[config.mk]
export PLATFORM = sky130hd
export DESIGN_NAME = seq_alu
export DESIGN_NICKNAME = d
export VERILOG_FILES = /design/src/rtl/alu_pkg.sv /design/src/rtl/alu_muldiv_iter.sv /design/src/rtl/seq_alu.sv
export SDC_FILE = /design/constraint.sdc
export NUM_CORES = 1
export LEC_CHECK = 0
export ABC_AREA = 1
export CAP_MARGIN = 5
export CORE_MARGIN = 4
export CORE_UTILIZATION = 40
export DETAILED_ROUTE_END_ITERATION = 16
export GPL_TIMING_DRIVEN = 1
export SYNTH_ARGS = -nofsm -noshare
export SYNTH_HDL_FRONTEND = slang
export SYNTH_SLANG_ARGS = --single-unit
export TNS_END_PERCENT = 10
[constraint.sdc]
create_clock -name clk -period 3 [get_ports clk]
set_input_delay 0.6 -clock clk [delete_from_list [all_inputs] [get_ports clk]]
set_output_delay 0.6 -clock clk [all_outputs]
set_load 0.03 [all_outputs]
[src/rtl/alu_pkg.sv]
`default_nettype none
// ============================================================================
// Module      : alu_pkg
// Description : Opcode and FSM state encodings shared by the sequential ALU,
//               plus the long-operation classifier.
// Revision    : 1.0
// ============================================================================
package alu_pkg;

    typedef enum logic [3:0] {
        OP_ADD  = 4'h0,
        OP_SUB  = 4'h1,
        OP_AND  = 4'h2,
        OP_OR   = 4'h3,
        OP_XOR  = 4'h4,
        OP_NOR  = 4'h5,
        OP_SLT  = 4'h6,
        OP_SLTU = 4'h7,
        OP_SLL  = 4'h8,
        OP_SRL  = 4'h9,
        OP_SRA  = 4'hA,
        OP_MUL  = 4'hB,
        OP_MULU = 4'hC,
        OP_DIV  = 4'hD,
        OP_DIVU = 4'hE,
        OP_RSVD = 4'hF
    } alu_op_e;

    typedef enum logic [1:0] {
        ST_IDLE = 2'd0,
        ST_ITER = 2'd1,
        ST_FIX  = 2'd2,
        ST_DONE = 2'd3
    } state_e;

    // Multiplies only iterate when no combinational multiplier is built.
    function automatic logic is_long_op(input alu_op_e op, input logic fast_mul);
        return (op == OP_DIV) || (op == OP_DIVU) ||
               (!fast_mul && ((op == OP_MUL) || (op == OP_MULU)));
    endfunction

endpackage
`default_nettype wire

[src/rtl/alu_muldiv_iter.sv]
`default_nettype none
// ============================================================================
// Module      : alu_muldiv_iter
// Description : One-bit-per-cycle shift-add multiplier / restoring divider on
//               operand magnitudes, with sign fix-up on the outputs.
// Revision    : 1.0
// ============================================================================
module alu_muldiv_iter #(
    parameter int WIDTH = 32
) (
    input  logic             clk,
    input  logic             rst_n,
    input  logic             start,
    input  logic             is_div,
    input  logic             is_signed,
    input  logic [WIDTH-1:0] a,
    input  logic [WIDTH-1:0] b,
    output logic             last,
    output logic             done,
    output logic [WIDTH-1:0] lo,
    output logic [WIDTH-1:0] hi,
    output logic             dbz
);

    localparam int SHW = $clog2(WIDTH);
    localparam logic [SHW-1:0] c_last_cnt = SHW'(WIDTH - 1);

    logic             r_run;
    logic             r_fix;
    logic             r_div;
    logic             r_neg_q;
    logic             r_neg_r;
    logic             r_dbz;
    logic [SHW-1:0]   r_cnt;
    logic [WIDTH-1:0] r_a;
    logic [WIDTH-1:0] r_m;
    logic [WIDTH-1:0] r_hi;
    logic [WIDTH-1:0] r_lo;

    logic [WIDTH-1:0]   w_mag_a;
    logic [WIDTH-1:0]   w_mag_b;
    logic [WIDTH:0]     w_msum;
    logic [WIDTH:0]     w_dshift;
    logic [WIDTH:0]     w_ddiff;
    logic               w_qbit;
    logic [2*WIDTH-1:0] w_prod_neg;

    assign w_mag_a = (is_signed && a[WIDTH-1]) ? (~a + 1'b1) : a;
    assign w_mag_b = (is_signed && b[WIDTH-1]) ? (~b + 1'b1) : b;

    // Multiply: {r_hi,r_lo} is the product shift register, r_lo[0] the current multiplier bit.
    assign w_msum = {1'b0, r_hi} + (r_lo[0] ? {1'b0, r_m} : {(WIDTH+1){1'b0}});

    // Divide: r_hi is the partial remainder, dividend bits shift out of r_lo as quotient bits enter.
    assign w_dshift = {r_hi, r_lo[WIDTH-1]};
    assign w_ddiff  = w_dshift - {1'b0, r_m};
    assign w_qbit   = ~w_ddiff[WIDTH];

    assign w_prod_neg = ~{r_hi, r_lo} + 1'b1;

    assign last = r_run && (r_cnt == c_last_cnt);
    assign done = r_fix;
    assign dbz  = r_dbz;

    always_ff @(posedge clk or negedge rst_n) begin
        if (!rst_n) begin
            r_run   <= 1'b0;
            r_fix   <= 1'b0;
            r_div   <= 1'b0;
            r_neg_q <= 1'b0;
            r_neg_r <= 1'b0;
            r_dbz   <= 1'b0;
            r_cnt   <= '0;
            r_a     <= '0;
            r_m     <= '0;
            r_hi    <= '0;
            r_lo    <= '0;
        end else if (start) begin
            r_run   <= 1'b1;
            r_fix   <= 1'b0;
            r_div   <= is_div;
            r_neg_q <= is_signed && (a[WIDTH-1] ^ b[WIDTH-1]);
            r_neg_r <= is_signed && a[WIDTH-1];
            r_dbz   <= is_div && (b == '0);
            r_cnt   <= '0;
            r_a     <= a;
            r_m     <= w_mag_b;
            r_hi    <= '0;
            r_lo    <= w_mag_a;
        end else if (r_run) begin
            r_cnt <= r_cnt + 1'b1;
            if (r_div) begin
                r_hi <= w_qbit ? w_ddiff[WIDTH-1:0] : w_dshift[WIDTH-1:0];
                r_lo <= {r_lo[WIDTH-2:0], w_qbit};
            end else begin
                r_hi <= w_msum[WIDTH:1];
                r_lo <= {w_msum[0], r_lo[WIDTH-1:1]};
            end
            if (last) begin
                r_run <= 1'b0;
                r_fix <= 1'b1;
            end
        end else begin
            r_fix <= 1'b0;
        end
    end

    // Quotient truncates toward zero; remainder follows the dividend's sign.
    always_comb begin
        lo = r_lo;
        hi = r_hi;
        if (r_div) begin
            if (r_dbz) begin
                lo = '1;
                hi = r_a;
            end else begin
                lo = r_neg_q ? (~r_lo + 1'b1) : r_lo;
                hi = r_neg_r ? (~r_hi + 1'b1) : r_hi;
            end
        end else if (r_neg_q) begin
            {hi, lo} = w_prod_neg;
        end
    end

endmodule
`default_nettype wire

[src/rtl/seq_alu.sv]
`default_nettype none
// ============================================================================
// Module      : seq_alu
// Description : Execute-stage ALU with valid/ready handshakes; single-cycle
//               logic/arith/shift ops and iterative multiply/divide.
// Revision    : 1.0
// ============================================================================
module seq_alu
    import alu_pkg::*;
#(
    parameter int WIDTH    = 32,
    parameter bit FAST_MUL = 1'b0
) (
    input  logic             clk,
    input  logic             rst_n,
    input  logic             in_valid,
    output logic             in_ready,
    input  logic [3:0]       op,
    input  logic [WIDTH-1:0] a,
    input  logic [WIDTH-1:0] b,
    output logic             out_valid,
    input  logic             out_ready,
    output logic [WIDTH-1:0] result,
    output logic [WIDTH-1:0] result_hi,
    output logic             zero,
    output logic             overflow,
    output logic             div_by_zero
);

    localparam int SHW = $clog2(WIDTH);

    state_e r_state;
    logic   r_live;

    alu_op_e            w_op;
    logic               w_long;
    logic               w_accept;
    logic [SHW-1:0]     w_sh;
    logic [WIDTH-1:0]   w_sum;
    logic [WIDTH-1:0]   w_dif;
    logic [2*WIDTH-1:0] w_prod_s;
    logic [2*WIDTH-1:0] w_prod_u;
    logic [WIDTH-1:0]   w_res;
    logic [WIDTH-1:0]   w_hi;
    logic               w_ovf;
    logic               w_zero_en;
    logic               w_md_last;
    logic               w_md_done;
    logic               w_md_dbz;
    logic [WIDTH-1:0]   w_md_lo;
    logic [WIDTH-1:0]   w_md_hi;

    assign w_op     = alu_op_e'(op);
    assign w_long   = is_long_op(w_op, FAST_MUL);
    // r_live holds off acceptance for the first cycle after reset release.
    assign in_ready = r_live && ((r_state == ST_IDLE) || ((r_state == ST_DONE) && out_ready));
    assign w_accept = in_valid && in_ready;
    assign w_sh     = b[SHW-1:0];
    assign w_sum    = a + b;
    assign w_dif    = a - b;

    generate
        if (FAST_MUL) begin : g_fast_mul
            assign w_prod_s = {{WIDTH{a[WIDTH-1]}}, a} * {{WIDTH{b[WIDTH-1]}}, b};
            assign w_prod_u = {{WIDTH{1'b0}}, a} * {{WIDTH{1'b0}}, b};
        end else begin : g_iter_mul
            assign w_prod_s = '0;
            assign w_prod_u = '0;
        end
    endgenerate

    always_comb begin
        w_res     = '0;
        w_hi      = '0;
        w_ovf     = 1'b0;
        w_zero_en = 1'b1;
        case (w_op)
            OP_ADD: begin
                w_res = w_sum;
                w_ovf = (a[WIDTH-1] == b[WIDTH-1]) && (w_sum[WIDTH-1] != a[WIDTH-1]);
            end
            OP_SUB: begin
                w_res = w_dif;
                w_ovf = (a[WIDTH-1] != b[WIDTH-1]) && (w_dif[WIDTH-1] != a[WIDTH-1]);
            end
            OP_AND:  w_res = a & b;
            OP_OR:   w_res = a | b;
            OP_XOR:  w_res = a ^ b;
            OP_NOR:  w_res = ~(a | b);
            OP_SLT:  w_res = {{(WIDTH-1){1'b0}}, ($signed(a) < $signed(b))};
            OP_SLTU: w_res = {{(WIDTH-1){1'b0}}, (a < b)};
            OP_SLL:  w_res = a << w_sh;
            OP_SRL:  w_res = a >> w_sh;
            OP_SRA:  w_res = $signed(a) >>> w_sh;
            OP_MUL:  {w_hi, w_res} = w_prod_s;
            OP_MULU: {w_hi, w_res} = w_prod_u;
            default: w_zero_en = 1'b0;
        endcase
    end

    alu_muldiv_iter #(
        .WIDTH (WIDTH)
    ) u_muldiv (
        .clk       (clk),
        .rst_n     (rst_n),
        .start     (w_accept && w_long),
        .is_div    ((w_op == OP_DIV) || (w_op == OP_DIVU)),
        .is_signed ((w_op == OP_MUL) || (w_op == OP_DIV)),
        .a         (a),
        .b         (b),
        .last      (w_md_last),
        .done      (w_md_done),
        .lo        (w_md_lo),
        .hi        (w_md_hi),
        .dbz       (w_md_dbz)
    );

    always_ff @(posedge clk or negedge rst_n) begin
        if (!rst_n) begin
            r_state     <= ST_IDLE;
            r_live      <= 1'b0;
            out_valid   <= 1'b0;
            result      <= '0;
            result_hi   <= '0;
            zero        <= 1'b0;
            overflow    <= 1'b0;
            div_by_zero <= 1'b0;
        end else begin
            r_live <= 1'b1;
            case (r_state)
                ST_IDLE, ST_DONE: begin
                    if (w_accept) begin
                        if (w_long) begin
                            r_state   <= ST_ITER;
                            out_valid <= 1'b0;
                        end else begin
                            r_state     <= ST_DONE;
                            out_valid   <= 1'b1;
                            result      <= w_res;
                            result_hi   <= w_hi;
                            zero        <= w_zero_en && (w_res == '0);
                            overflow    <= w_ovf;
                            div_by_zero <= 1'b0;
                        end
                    end else if ((r_state == ST_DONE) && out_ready) begin
                        r_state   <= ST_IDLE;
                        out_valid <= 1'b0;
                    end
                end
                ST_ITER: begin
                    if (w_md_last) begin
                        r_state <= ST_FIX;
                    end
                end
                ST_FIX: begin
                    if (w_md_done) begin
                        r_state     <= ST_DONE;
                        out_valid   <= 1'b1;
                        result      <= w_md_lo;
                        result_hi   <= w_md_hi;
                        zero        <= (w_md_lo == '0);
                        overflow    <= 1'b0;
                        div_by_zero <= w_md_dbz;
                    end
                end
                default: r_state <= ST_IDLE;
            endcase
        end
    end

endmodule
`default_nettype wire
==> results of run 1 <==
==> worst max-delay path, delay by kind of cell <==
kind | cells | cell delay (ns)
buffers and inverters | 4 | 0.97
adder cells (fa/ha/maj) | 1 | 0.32
AND/OR/NAND/NOR | 12 | 1.43
AO/OA/AOI/OAI | 1 | 0.15
==> sequential cells by signal (all words and copies together) (netlist names) <==
signal,count
u_muldiv.r_m,32
u_muldiv.r_a,32
out_valid,1
u_muldiv.r_hi,32
div_by_zero,1
u_muldiv.r_lo,32
overflow,1
u_muldiv.r_cnt,5
result_hi,32
u_muldiv.r_neg_r,1
u_muldiv.r_run,1
r_state,2
r_live,1
u_muldiv.done,1
u_muldiv.dbz,1
zero,1
u_muldiv.r_neg_q,1
u_muldiv.r_div,1
result,32
==> power breakdown <==
part	internal [mW]	switching [mW]	leakage, nW
Clock	1.98	1.44	0.440
Sequential	4.19	1.22	2.59
Combinational	10.3	16.6	16.4
==> layout by cell type, fill, tap and decap left out, types with 20 or more instances in the layout <==
cell	n
a21o_1	20
a21oi_1	276
a21oi_2	26
buf_12	36
buf_4	889
clkbuf_16	28
clkdlybuf4s50_1	100
dfrtp_1	207
ha_1	149
ha_4	22
inv_1	504
inv_2	50
nand2_1	1132
nand2_2	46
nand3_1	534
nand3_2	25
nand4_1	55
nor2_1	367
nor2_2	47
nor2_4	25
nor3_1	56
o211ai_1	69
o21ai_0	312
o21ai_1	56
o22ai_1	38
xor2_1	85
==> metrics by stage <==
step / hold slack [ns] / total power, mW
after global routing: 0.498 / 38.1
after floorplan: 0.304 / 19.2
after CTS: 0.481 / 33.7
final: 0.479 / 35.7
after global placement: 0.462 / 29.5
after detailed placement: 0.464 / 29.6
==> cells in the mapped netlist (18+ instances only) <==
cell type	number	area [um^2]
ha_1	178	2230
o211ai_1	69	518
inv_1	532	2000
a21o_1	20	150
o22ai_1	38	238
o221ai_1	19	166
o21ai_0	342	1710
nand3_1	556	2780
o21ai_1	39	195
buf_1	21	78.8
nand4_1	55	344
a21oi_1	306	1530
nand2_1	1177	4420
nor2_1	415	1560
nor2_2	18	113
a31oi_1	20	125
xor2_1	88	771
nor3_1	63	315
buf_2	73	365
dfrtp_1	210	5260
clkbuf_1	84	315
inv_2	24	90.1
==> cells by family (layout without fill, tap and decap cells) <==
family	count (synthesis)	in the layout	synth area share [%]
AOI/OAI and AO/OA	976	976	20.7
xor gates and xnor gates	96	96	3.08
buffers and inverters	759	1696	11.1
DFF	210	210	19.2
other	1	5	0.0137
adders and majority gates	182	182	8.44
and+or+nand+nor	2375	2376	37.4
==> routing by layer <==
| layer | global-route usage [%] | routed length (um) |
|---|---|---|
| met4 | 27.4 | 13300 |
| met5 | 0.921 | 116 |
| met2 | 64.4 | 67600 |
| met3 | 7.31 | 14900 |
| met1 | 52.6 | 61700 |
==> how the worst min path moves through the flow <==
stage	from	to	slack, ns	depth (start not counted)
final	result_hi[16]	result_hi[16]	0.48	2
after detailed placement	u_muldiv.r_a[0]	u_muldiv.r_a[0]	0.46	2
after floorplan	rst_n	div_by_zero	0.30	0
after global routing	result_hi[29]	result_hi[29]	0.50	2
after global placement	u_muldiv.r_a[0]	u_muldiv.r_a[0]	0.46	2
after CTS	u_muldiv.r_a[0]	u_muldiv.r_a[0]	0.48	2
==> what timing repair did <==
item / in CTS / in global routing
endpoints found under the setup margin: 56 / 60
hold endpoints to repair: 39 / 0
cloned: 2 / 3
resized for setup: 171 / 219
buffers inserted: 18 / 17
hold buffers: 1 / 0
pin swaps: 26 / 50
==> cell type report <==
type	count	area, um^2	share of cell area (%)
Tap cell	873	1090	2.82
Inverter	562	2120	5.48
Sequential cell	210	5260	13.6
Antenna cell	4	10.0	0.0259
Clock buffer	32	723	1.87
Clock inverter	15	188	0.485
Timing Repair Buffer	1087	9100	23.5
Multi-Input combinational cell	3631	20200	52.2
==> run metrics, run 1 <==
Crit Path Max Fanout 7; number of synthesized flops with an enable pin 0; Synth Net Count just under 5,000; largest net degree at the start of global routing 130; clk root buf clkbuf_16; GP Congestion approximately 1.1; clock latency on the worst-skew pair between 0.5 and 0.6 ns; antenna-violating nets left 0; die area between 0.07 and 0.08 mm^2; total grt overflow 0; fmax roughly 0.33 GHz; pre-CTS setup slack -1.42 ns; Setup Viol. Count Final 1; top_reg_cell synth dfrtp_1; site row count 95; crit path DAT about 3.5 ns; power per cell area between 900 and 1000 mW/mm^2; Hold/Removal Path Class flip-flop to flip-flop; Tmin final 3.00 ns; Crit path top cell by count nand3_1; first-pass GRT wire length roughly 230 mm; setup slack, reg-to-reg ~0.010 ns; period utilisation layout 100%; Die Y 269 um; Worst Reg-to-Reg Cells 25; #FFs+latches synth 210; slew margin rel. a little under two fifths; Distinct cells, synth 68; # port buffers 140; # nets final approximately 5,800; post-synthesis sequential area ratio slightly below 20%; Die Wd ~270 um; Final Util 57.4%; Startpoint Class primary input; CP max-delay cell clkdlybuf4s50_1; clock skew between 0.015 and 0.02 ns; post-route setup TNS -0.00324 ns; Fin. Hold Viols 0; violated checks negative setup slack; Pleak just under 20 nW; Placed Cells around 6,300; worst r2r src u_muldiv.r_lo[31]; Reg clk slew, reported paths approximately 0.06 ns; DRC 0; post-route setup slack -0.00324 ns; # H-tree levels 1; CP peak stage delay just under 0.6 ns; CTS Buffer Depth 3; Slew @ Worst Pin about 0.94 ns; Routed WL 158 mm; WS Path Type primary input to flip-flop; CTS buffer count 26; VDD IR-drop max about 0.00057 V; crit path from a[24]; Syn Std Cell Area around 0.027 mm^2; Post-DP Area about 0.036 mm^2; outcome finished, violations left; Initial Utilization between 40% and 50%; fin area between 0.03 and 0.04 mm^2; Critical Path End zero; Placeable Area just under 0.07 mm^2; fraction of layout cells with a size suffix above 1 around a quarter; post-synthesis area per instance around 5.9 um^2; via count between 30,000 and 40,000; Area Growth Syn to Fin 41.6%; Setup crit end kind flip-flop; Synth Instances 4,599; Slew Limit Fails 0; Total GRT Usage 41.4%; Required @ worst endpoint roughly 3.5 ns; Sink Count 210; Synth async-reset ratio between 90% and 100%; drt initial violations ~3,900; CTS tree built; DP Wirelength about 130 mm; YS warnings 0; Detailed Routing Iterations Pass 1 6; IO Pins 141; Via-to-Cell Ratio roughly 5.8; Crit Reg-Reg Endpoint u_muldiv.r_hi[26]; drt wl/cell approximately 25 um; final cell count without fillers 6,414; RSZ-0062 raised after global routing true; initial antenna violation count 6; fill count 6,862; max_cap viols 0; CP cell instances clkdlybuf4s50_1 -> inv_2 -> ha_4 -> inv_1 -> nand2_1 -> inv_1 -> nand2_1 -> nor3_2 -> nand2_2 -> nand3_1 -> nand2_1 -> nand3_1 -> nand3_2 -> nor2_2 -> nand3_1 -> nor2_1 -> nand3_1 -> a21oi_2; vias in the first global route between 30,000 and 40,000
Note: power is estimated with default switching activity, not from simulation.
==> run 2, diff against run 1 <==
Settings changed: CAP_MARGIN 5 to not set, GPL_TIMING_DRIVEN 1 to 0.
==> run metrics, run 2 (synthesis gave the netlist of run 1 again) <==
largest net degree at the start of global routing 94 (was 130); Initial Utilization 40.5% (unchanged); Startpoint Class primary input (unchanged); CTS Buffer Depth 3 (unchanged); Slew @ Worst Pin 1.12 ns (was 0.942 ns); initial antenna violation count 4 (was 6); max_cap viols 0 (unchanged); Detailed Routing Iterations Pass 1 8 (was 6); Crit path top cell by count nand3_1 (unchanged); drt wl/cell 29.0 um (was 24.6 um); fraction of layout cells with a size suffix above 1 16.3% (was 24.1%); post-route setup slack -0.128 ns (was -0.00324 ns); die area 0.0726 mm^2 (unchanged); Hold/Removal Path Class primary input to flip-flop (was flip-flop to flip-flop); Routed WL 167 mm (was 158 mm); Area Growth Syn to Fin 23.4% (was 41.6%); hold slack final 0.377 ns (was 0.479 ns); CP peak stage delay 0.32 ns (was 0.59 ns); Pleak 16.0 nW (was 19.4 nW); clk root buf clkbuf_16 (unchanged); GP Congestion 1.08 (was 1.11); hold path start a[15] (was result_hi[16]); most frequent cells in the layout nand2_1 (1,099), nand3_1 (515), inv_1 (477) (was nand2_1 (1,132), buf_4 (889), nand3_1 (534)); fmax 0.320 GHz (was 0.333 GHz); CTS buffer count 24 (was 26); CP cell instances buf_8 -> clkinvlp_4 -> ha_1 -> buf_2 -> nor2_1 -> inv_2 -> nor2_4 -> nand4_1 -> nand2_2 -> nand2_1 -> nand3_1 -> nand3_1 -> nor2_4 -> nand3_2 -> nor2_2 -> nand3_1 -> nor2_2 -> nand3_2 -> a21oi_2 (was clkdlybuf4s50_1 -> inv_2 -> ha_4 -> inv_1 -> nand2_1 -> inv_1 -> nand2_1 -> nor3_2 -> nand2_2 -> nand3_1 -> nand2_1 -> nand3_1 -> nand3_2 -> nor2_2 -> nand3_1 -> nor2_1 -> nand3_1 -> a21oi_2); Sink Count 210 (unchanged); clock latency on the worst-skew pair 0.58 ns (about the same); worst r2r src u_muldiv.r_hi[29] (was u_muldiv.r_lo[31]); Worst Reg-to-Reg Cells 13 (was 25); outcome finished, violations left (unchanged); fill count 7,205 (was 6,862); period utilisation layout 104% (was 100%); setup slack, reg-to-reg -0.05 ns (was 0.01 ns); power per cell area 1020 mW/mm^2 (was 923 mW/mm^2); CTS tree built (unchanged); total grt overflow 0 (unchanged); Die Wd 269 um (unchanged); Reg clk slew, reported paths 0.07 ns (was 0.06 ns); Tmin final 3.13 ns (was 3.00 ns); DP Wirelength 135 mm (was 132 mm); antenna-violating nets left 0 (unchanged); VDD IR-drop max 0.000601 V (was 0.000572 V); # H-tree levels 1 (unchanged); IO Pins 141 (unchanged); WS Path Type primary input to flip-flop (unchanged); most common cell after layout, fill and taps aside nand2_1 (unchanged); site row count 95 (unchanged); vias in the first global route 32,824 (was 35,123); Crit Reg-Reg Endpoint u_muldiv.r_hi[9] (was u_muldiv.r_hi[26]); clock skew 0.0303 ns (was 0.0193 ns); fin area 0.0337 mm^2 (was 0.0387 mm^2); Required @ worst endpoint 3.52 ns (was 3.49 ns); Hold Path Stages 3 (was 2); # port buffers 140 (unchanged); Post-DP Area 0.0299 mm^2 (was 0.0361 mm^2); Setup Viol. Count Final 7 (was 1); drt initial violations 5,073 (was 3,885); # nets final 5,132 (was 5,772); first-pass GRT wire length 234 mm (was 228 mm); Via-to-Cell Ratio 6.21 (was 5.75); slew margin rel. 25.2% (was 37.2%); via count 35,854 (was 36,901); DRC 0 (unchanged); Placeable Area 0.0674 mm^2 (unchanged); Slew Limit Fails 0 (unchanged); Total GRT Usage 43.6% (was 41.4%); RSZ-0062 raised after global routing true (unchanged); Die Y 269 um (unchanged); Setup crit end kind flip-flop (unchanged); crit path DAT 3.64 ns (was 3.50 ns); violated checks negative setup slack (unchanged); Hold EP u_muldiv.r_a[15] (was result_hi[16]); CP max-delay cell ha_1 (was clkdlybuf4s50_1); Crit Path Max Fanout 10 (was 7); post-route setup TNS -0.221 ns (was -0.00324 ns); Fin. Hold Viols 0 (unchanged)
[run 2: cell types whose count changed in the layout (fill, tap and decap cells not counted), moves of 26 or more]
| cell | delta |
|---|---|
| inv_1 | -27 |
| buf_2 | +60 |
| clkbuf_1 | +59 |
| nand2_1 | -33 |
| a21oi_1 | -39 |
| buf_4 | -759 |
| a21oi_2 | +31 |
| clkinvlp_4 | +29 |
| clkdlybuf4s50_1 | -30 |
| buf_12 | -26 |
[run 2: area by class of cell]
type	count	area, um^2	area share [%]
Timing Repair Buffer	255	2350	6.98
Clock inverter	14	136	0.404
Multi-Input combinational cell	3630	20700	61.5
Inverter	562	2240	6.66
Tap cell	873	1090	3.24
Buffer	195	1230	3.66
Antenna cell	1	2.50	0.00742
Sequential cell	210	5270	15.6
Clock buffer	30	653	1.94
[run 2: layer usage]
metal	GRT usage, %	up-vias	wire length (um)
met1	56.6	16780	63800
met5	0	-	49
li1	-	15970	-
met2	65.5	2533	68800
met3	9.22	565	19800
met4	28.8	6	15000
[run 2: power breakdown]
part | switching, mW | total [mW] | internal [mW]
registers | 2.01 | 6.18 | 4.17
clock network | 1.39 | 3.11 | 1.72
logic | 16.8 | 25.1 | 8.27
[run 2: critical path, delay by kind of cell]
family	cells	cell delay, ns
AOI/OAI and AO/OA	1	0.15
buffers and inverters	4	0.65
adders and majority gates	1	0.32
and+or+nand+nor	13	1.89
[run 2: worst max path at each step]
stage | startpoint | slack, ns | end | cells after the start
2_1_floorplan | b[4] | 0.008 | zero | 22
4_1_cts | u_muldiv.r_lo[31] | -0.03 | u_muldiv.r_hi[9] | 23
3_5_place_dp | a[31] | -2.42 | zero | 17
3_3_place_gp | rst_n | -8.05 | result[14] | 1
6_report | a[6] | -0.13 | zero | 19
5_1_grt | a[9] | -0.12 | zero | 18
[run 2: metrics by stage]
stage / instances / setup slack, ns / total power, mW / util (%)
global route: 5769 / -0.119 / 36.1 / 50.0
finish: 5770 / -0.128 / 34.3 / 50.0
floorplan: 4599 / 0.00780 / 19.2 / -
CTS: 5715 / -0.0334 / 31.6 / 48.1
detailed placement: 5614 / -2.42 / 27.5 / 44.4
global placement: 5612 / -8.05 / 27.5 / 44.3
[run 2: what timing repair did]
item / 4_1_cts / 5_1_grt
hold buffers: 1 / 0
gates cloned: 3 / 3
buffers inserted: 54 / 52
endpoints found under the setup margin: 206 / 69
hold endpoints to repair: 25 / 0
pin swaps: 43 / 79
resized for setup: 629 / 302
